--- src/rtl/ats21_host_driver.sv ---
// Host-side initiator for the ATS21 timer/alarm device: serializes two client
// instructions onto req/ctrlA/ctrlB, retries nacked commands, and turns alarm
// data edges into sticky, clearable event flags with an interrupt.
module ats21_host_driver #(
  parameter int unsigned STAT_LAT      = 2,
  parameter int unsigned READY_TIMEOUT = 16,
  parameter int unsigned MAX_RETRY     = 3,
  parameter int unsigned NUM_ALARMS    = 24
) (
  input  logic                  clk,
  input  logic                  reset,
  input  logic                  cmd_a_valid,
  input  logic [31:0]           cmd_a_data,
  output logic                  cmd_a_ready,
  input  logic                  cmd_b_valid,
  input  logic [31:0]           cmd_b_data,
  output logic                  cmd_b_ready,
  output logic                  req,
  output logic [15:0]           ctrlA,
  output logic [15:0]           ctrlB,
  input  logic                  dev_ready,
  input  logic [1:0]            stat,
  input  logic [NUM_ALARMS-1:0] data,
  output logic                  rsp_valid,
  output logic [1:0]            rsp_ack,
  output logic                  rsp_timeout,
  output logic [2:0]            rsp_retries,
  output logic                  busy,
  output logic [NUM_ALARMS-1:0] evt_flags,
  input  logic [NUM_ALARMS-1:0] evt_clr,
  output logic                  evt_irq
);

  localparam int unsigned TO_W = 8;
  localparam int unsigned SL_W = 4;
  localparam int unsigned RC_W = 3;

  typedef enum logic [2:0] {
    S_IDLE, S_REQ, S_WAIT_RDY, S_HI, S_LO, S_WAIT_STAT, S_RESP
  } state_t;

  state_t                state;
  logic [31:0]           inst_a, inst_b;
  logic                  pend_a, pend_b;
  logic                  acked_a, acked_b;
  logic                  timed_out;
  logic [TO_W-1:0]       tmo_cnt;
  logic [SL_W-1:0]       stat_cnt;
  logic [RC_W-1:0]       retry_cnt;
  logic [NUM_ALARMS-1:0] data_q;

  logic npend_a, npend_b, nack_a, nack_b, can_retry;

  // Client handshake is combinational so a command is taken in the cycle it is seen
  assign cmd_a_ready = !reset && (state == S_IDLE) && cmd_a_valid;
  assign cmd_b_ready = !reset && (state == S_IDLE) && cmd_b_valid;

  // Outcome of the current stat sample; non-pending clients ignore their stat bit
  always_comb begin
    npend_a   = pend_a & ~stat[0];
    npend_b   = pend_b & ~stat[1];
    nack_a    = acked_a | (pend_a & stat[0]);
    nack_b    = acked_b | (pend_b & stat[1]);
    can_retry = retry_cnt < RC_W'(MAX_RETRY);
  end

  // Command FSM; outputs are registered on the transition into the state they belong to
  always_ff @(posedge clk or posedge reset) begin
    if (reset) begin
      state       <= S_IDLE;
      inst_a      <= '0;
      inst_b      <= '0;
      pend_a      <= 1'b0;
      pend_b      <= 1'b0;
      acked_a     <= 1'b0;
      acked_b     <= 1'b0;
      timed_out   <= 1'b0;
      tmo_cnt     <= '0;
      stat_cnt    <= '0;
      retry_cnt   <= '0;
      req         <= 1'b0;
      ctrlA       <= '0;
      ctrlB       <= '0;
      rsp_valid   <= 1'b0;
      rsp_ack     <= '0;
      rsp_timeout <= 1'b0;
      rsp_retries <= '0;
      busy        <= 1'b0;
    end else begin
      req       <= 1'b0;
      ctrlA     <= '0;
      ctrlB     <= '0;
      rsp_valid <= 1'b0;
      unique case (state)
        S_IDLE: begin
          if (cmd_a_valid || cmd_b_valid) begin
            inst_a    <= cmd_a_valid ? cmd_a_data : 32'h0000_0000;
            inst_b    <= cmd_b_valid ? cmd_b_data : 32'h0000_0000;
            pend_a    <= cmd_a_valid;
            pend_b    <= cmd_b_valid;
            acked_a   <= 1'b0;
            acked_b   <= 1'b0;
            timed_out <= 1'b0;
            retry_cnt <= '0;
            req       <= 1'b1;
            busy      <= 1'b1;
            state     <= S_REQ;
          end
        end
        S_REQ: begin
          tmo_cnt <= '0;
          state   <= S_WAIT_RDY;
        end
        S_WAIT_RDY: begin
          if (dev_ready) begin
            ctrlA <= inst_a[31:16];
            ctrlB <= inst_b[31:16];
            state <= S_HI;
          end else if (tmo_cnt == TO_W'(READY_TIMEOUT - 1)) begin
            timed_out   <= 1'b1;
            rsp_valid   <= 1'b1;
            rsp_ack     <= {acked_b, acked_a};
            rsp_timeout <= 1'b1;
            rsp_retries <= retry_cnt;
            state       <= S_RESP;
          end else begin
            tmo_cnt <= tmo_cnt + TO_W'(1);
          end
        end
        S_HI: begin
          ctrlA <= inst_a[15:0];
          ctrlB <= inst_b[15:0];
          state <= S_LO;
        end
        S_LO: begin
          stat_cnt <= SL_W'(1);
          state    <= S_WAIT_STAT;
        end
        S_WAIT_STAT: begin
          if (stat_cnt == SL_W'(STAT_LAT)) begin
            pend_a  <= npend_a;
            pend_b  <= npend_b;
            acked_a <= nack_a;
            acked_b <= nack_b;
            inst_a  <= npend_a ? inst_a : 32'h0000_0000;
            inst_b  <= npend_b ? inst_b : 32'h0000_0000;
            if (!((npend_a || npend_b) && can_retry)) begin
              rsp_valid   <= 1'b1;
              rsp_ack     <= {nack_b, nack_a};
              rsp_timeout <= 1'b0;
              rsp_retries <= retry_cnt;
            end
            state <= S_RESP;
          end else begin
            stat_cnt <= stat_cnt + SL_W'(1);
          end
        end
        S_RESP: begin
          if ((pend_a || pend_b) && !timed_out && can_retry) begin
            retry_cnt <= retry_cnt + RC_W'(1);
            req       <= 1'b1;
            state     <= S_REQ;
          end else begin
            busy  <= 1'b0;
            state <= S_IDLE;
          end
        end
        default: begin
          busy  <= 1'b0;
          state <= S_IDLE;
        end
      endcase
    end
  end

  // Rising-edge alarm capture; a coincident new rise beats the clear
  always_ff @(posedge clk or posedge reset) begin
    if (reset) begin
      data_q    <= '0;
      evt_flags <= '0;
      evt_irq   <= 1'b0;
    end else begin
      data_q    <= data;
      evt_flags <= (evt_flags & ~evt_clr) | (data & ~data_q);
      evt_irq   <= |evt_flags;
    end
  end

endmodule

--- config.mk ---
export PLATFORM = sky130hd
export DESIGN_NAME = ats21_host_driver
export DESIGN_NICKNAME = d
export VERILOG_FILES = /design/src/rtl/ats21_host_driver.sv
export SDC_FILE = /design/constraint.sdc
export NUM_CORES = 1
export LEC_CHECK = 0
export BUFFER_PORTS_ARGS = -buffer_cell sky130_fd_sc_hd__buf_2
export CAP_MARGIN = 20
export CORE_MARGIN = 2
export CORE_UTILIZATION = 48
export DETAILED_ROUTE_END_ITERATION = 10
export PLACE_DENSITY_LB_ADDON = 0.1
export SYNTH_ARGS = -nofsm -noshare
export SYNTH_HDL_FRONTEND = slang
export SYNTH_SLANG_ARGS = --single-unit
--- constraint.sdc ---
create_clock -name clk -period 5.44 [get_ports clk]
set_input_delay 0.544 -clock clk [delete_from_list [all_inputs] [get_ports clk]]
set_output_delay 0.544 -clock clk [all_outputs]
set_load 0.1 [all_outputs]
# Yosys cells after proc, flatten, opt, wreduce, memory -nomap -nowiden
# Cells that the tools add are included.
# totals
register_bits	177
inputBits	119
out_inout_bits	68
elab_cells	156
# classes
add_sub_neg	3
magnitude_cmp	1
n_eq_ne	20
muxes	66
bitwise	14
reduce_logical	30
# op_table
cell	count
$mux 32	8
$pmux 32 s2	2
$pmux 16 s2	2
$and 24x24->24	2
$not 24->24	2
$mux 16	2
$mux 3	10
$or 24x24->24	1
$reduce_or 24->1	1
$pmux 3 s7	1
$mux 1	20
$ne 2x2->1 const B	10
$mux 8	2
$pmux 1 s2	8
$pmux 8 s2	1
$reduce_and 3->1	5
$pmux 3 s2	2
$reduce_and 4->1	3
$reduce_bool 2->1	6
$eq 3x3->1 const B	3
$add 8x1->8 const B	1
$eq 8x4->1 const B	1
$mux 2	4
$pmux 4 s2	1
other kinds (21)	36

# Longest topological paths before layout
# logic_depth
word_depth	7
ltp_mapped	7
depth_no_buf	6

# Worst setup path after synthesis
# OpenSTA, ideal clock, no wires.
# synth_path
path_type	reg-to-output
start	register state[0]
end	output port cmd_a_ready
arrival_ps	1711
required_time_ps	4896
setup_slack_ps	3185
stages_incl_launch_ff	5
path_buffers	2
path_cell_list	dfrtp_1 buf_2 clkbuf_1 nor4_1 and2_1
# synth_via
elab_chain_len	3
# synth_lines
element	line_no	rtl
start: declaration	42	state_t state;
start signal: assignment	70	state <= S_IDLE;
start signal: assignment	107	state <= S_REQ;
start signal: assignment	112	state <= S_WAIT_RDY;
$logic_not 3->1	55	assign cmd_a_ready = !reset && (state == S_IDLE) && cmd_a_valid;
$logic_and 1x1->1 (2 in a row)	55	
end: declaration	14	output logic cmd_a_ready,
# Every way passes these cells.

# Final worst setup path
# layout_path
start	register state[0]
end	output port cmd_b_ready
# layout_via
elab_chain_len	3
# layout_lines
element	line_no	rtl
$logic_not 3->1	56	assign cmd_b_ready = !reset && (state == S_IDLE) && cmd_b_valid;
$logic_and 1x1->1 (2 in a row)	56	
end: declaration	17	output logic cmd_b_ready,
# Every way passes these cells.

==> metrics <==
count of final max-slew check failures=0; clock latency on the worst-skew pair=420 ps; CTS H-tree lvls=4; share of async-settable or async-resettable flops after synthesis=100%; Post-synth EDFFs=0; Post-Syn Area=7240 um2; count of endpoints failing setup in the final report=0; CTS resizes=0; die boundary height=127 um; post-detailed-route count of antenna-violating nets=0; cell with the largest stage delay on the worst path=dfrtp_1; Max transition margin=38.1%; Clk pin slew, worst setup/hold paths=60 ps; maximum single-stage delay on the critical path=590 ps; Crit path required time=4900 ps; sequential standard cell area=4430 um2; wire length after detailed routing=15600 um; Starting Density=49.4%; Mapped Cells=643; clock root buffer master=clkbuf_16; Final Total Pwr=0.00494 W; layout net count=951; wire length of the first global-routing pass=25800 um; dominant cell type by area after synthesis=dfrtp_1; via count of the first global-routing pass=5162; leak pwr=5.01 nW; max_cap viols=0; count of buffer and inverter cells on the critical path=1; Worst Setup Slack post-DPL=3050 ps; grt ovf=0; warning count from the yosys run=0; per-cell routed wire length=15.2 um; total die area=16100 um2; weighted congestion reported at the end of routability-driven placement=0.830; CTS tree=yes; Die X-Extent=127 um; beginning of the worst hold path=data[16]; dpl cells=991; drt first pass iters=4; critical-path cell list=nor4_1, and2_1, buf_2; area growth from synthesis to layout=24.8%; proportion of layout cells with a drive suffix above 1=28.0%; Final Critical Period=2570 ps; top cell family by delay on the critical path=simple AND/OR/NAND/NOR gates; number of distinct library cell variants in the gate-level netlist after synthesis=41; initial detailed-routing violation count=292; path length in cells of the critical path=3; antenna diode instance count=0; Sinks on Clock Net=177; total negative slack=0 ps; number of fill cells=1205; final standard cell count with taps included and fillers excluded=1024; area inside the core boundary=14600 um2; setup repair after global routing missed its margin=false; count of pins on the block boundary=187; overall fraction of global-route tracks in use=20.1%; maximum fanout along the worst path=19; class of the worst hold path=input pin to flip-flop; Avg Inst Size Synth=11.3 um2; endpoint of the worst-slack reg-to-reg timing path=inst_b[20]$_DFFE_PP0P_; final critical-path setup slack=2870 ps; Seq/Total Area, Yosys=61.2%; number of setup buffers added after CTS=0; Crit Path Category=flip-flop to output port; top area cells in the synthesized netlist=dfrtp_1 61%, mux2i_1 9.4%, inv_1 6.4%; row cnt=44; arrival time of data at the critical path endpoint=2030 ps; R2R depth=5; Buffers on Ports=186; reg-to-reg critical path startpoint=state[0]$_DFFE_PP0P_; HPWL after DPL=10700 um; CP Launch Type=flip-flop; overall via count from detail_route=5211; antenna violations before repair=2; setup skew after layout=5.63 ps; net count after synthesis=766; Fin. Hold Viols=0; setup slack of the worst register-to-register path=3050 ps; result of the run=complete, no violations; hold buffers post-CTS=0; post-detailed-route via-to-cell ratio=5.09; number of buffers between clock root and the deepest sink=2; share of Yosys cell area claimed by the top area cell type=61.2%; FMAX=0.389 GHz; Worst VDD drop=0.000278 V; worst hold-check slack=246 ps; launch point of the critical path=state[0]$_DFFE_PP0P_; crit path capture=cmd_b_ready; Critical Path End Type=output port; maximum number of pins on one net before global-route repair=93; Worst-Margin Slew=926 ps; number of design rule violations left after detail routing=0; power per cell area=547 nW/um2; leading register cell type out of synthesis=dfrtp_1; post-route clock period utilization=47.3%; area of the multi-input gates=2250 um2; post-synthesis sequential element count=177; Num CTS Buffers=17
-- stage by stage --
| stage | area [um2] | util [%] |
|---|---|---|
| 6_report | 9030 | 61.7 |
| 2_1_floorplan | 7240 | - |
| 5_1_grt | 9030 | 61.7 |
| 3_5_place_dp | 8340 | 57.0 |
| 4_1_cts | 8980 | 61.3 |
| 3_3_place_gp | 8340 | 57.0 |
-- how the worst min path moves through the flow --
stage                              endpoint  cells past startpoint  slack [ps]
detailed placement   evt_flags[3]$_DFF_PP0_                      1         410
finish                 data_q[16]$_DFF_PP0_                      1         250
global placement    evt_flags[10]$_DFF_PP0_                      1         400
global route            data_q[9]$_DFF_PP0_                      1         230
CTS                     data_q[9]$_DFF_PP0_                      1         230
floorplan            evt_flags[0]$_DFF_PP0_                      1         400
-- where the power goes --
group	leakage, nW	switching, W	internal [W]
combinational	2.43	0.00122	0.000497
clock	0.310	0.000486	0.000818
sequential	2.27	0.000241	0.00168
-- flip-flops by register name, summed over array words and instances, names as in the netlist, 2 cells and up --
name and flops:
evt_flags 24, retry_cnt 3, rsp_retries 3, ctrlA 16, stat_cnt 4, tmo_cnt 8
state 3, ctrlB 16, rsp_ack 2, inst_b 32, inst_a 32, data_q 24
-- metal layers --
| layer | track usage, % | vias up | wire, um |
|---|---|---|---|
| met5 | 0 | - | 8 |
| met4 | 6.79 | 2 | 263 |
| met3 | 4.60 | 21 | 761 |
| met2 | 32.8 | 142 | 7630 |
| met1 | 26.7 | 2553 | 6880 |
| li1 | - | 2493 | - |
-- cell families after synthesis --
group | count (synthesis) | synth area share (%)
XOR/XNOR | 1 | 0.121
flip-flops | 177 | 61.2
AND/OR/NAND/NOR | 143 | 9.89
buffers and inverters | 150 | 8.21
adder cells (fa/ha/maj) | 4 | 0.692
AO/OA/AOI/OAI | 97 | 9.85
multiplexers | 71 | 10.0
-- final cells by class --
type,instances,area share [%]
inverters,123,5.17
well taps,184,2.55
multi-input cells,316,24.9
clock buffers,23,5.40
flip-flops and latches,177,49.0
repair buffers,193,11.3
clock inverters,8,1.66
-- synth_stat cells, drive strengths merged, types with 3 or more instances --
master / instances
o22ai: 27
buf: 13
mux2: 3
nand3b: 3
inv: 123
a22o: 34
o31ai: 4
nand2: 75
nor2: 15
a21oi: 8
a21o: 4
nor3: 5
or4: 6
mux2i: 68
nand2b: 5
and2: 7
o211ai: 3
clkbuf: 14
a31oi: 4
dfrtp: 177
ha: 4
nand3: 9
o21ai: 8
nor4: 11
-- placed cells by master, fill, tap and decap left out, types with 3 or more instances in the layout --
| master | n |
|---|---|
| clkbuf_8 | 4 |
| nand2_1 | 75 |
| nor4_1 | 9 |
| mux2_4 | 3 |
| buf_4 | 5 |
| a31oi_1 | 4 |
| and2_1 | 7 |
| ha_1 | 4 |
| or4_1 | 5 |
| nor3_1 | 5 |
| buf_2 | 186 |
| a21oi_1 | 7 |
| nor2_1 | 13 |
| o21ai_0 | 8 |
| a22o_1 | 34 |
| clkbuf_16 | 17 |
| nand3_1 | 9 |
| bufinv_16 | 4 |
| a21o_1 | 4 |
| nand3b_1 | 3 |
| o31ai_1 | 4 |
| o22ai_1 | 27 |
| nand2b_1 | 5 |
| mux2i_1 | 68 |
| dfrtp_1 | 177 |
| inv_1 | 122 |
| o211ai_1 | 3 |
No activity file was read; power rests on OpenSTA's default activity.
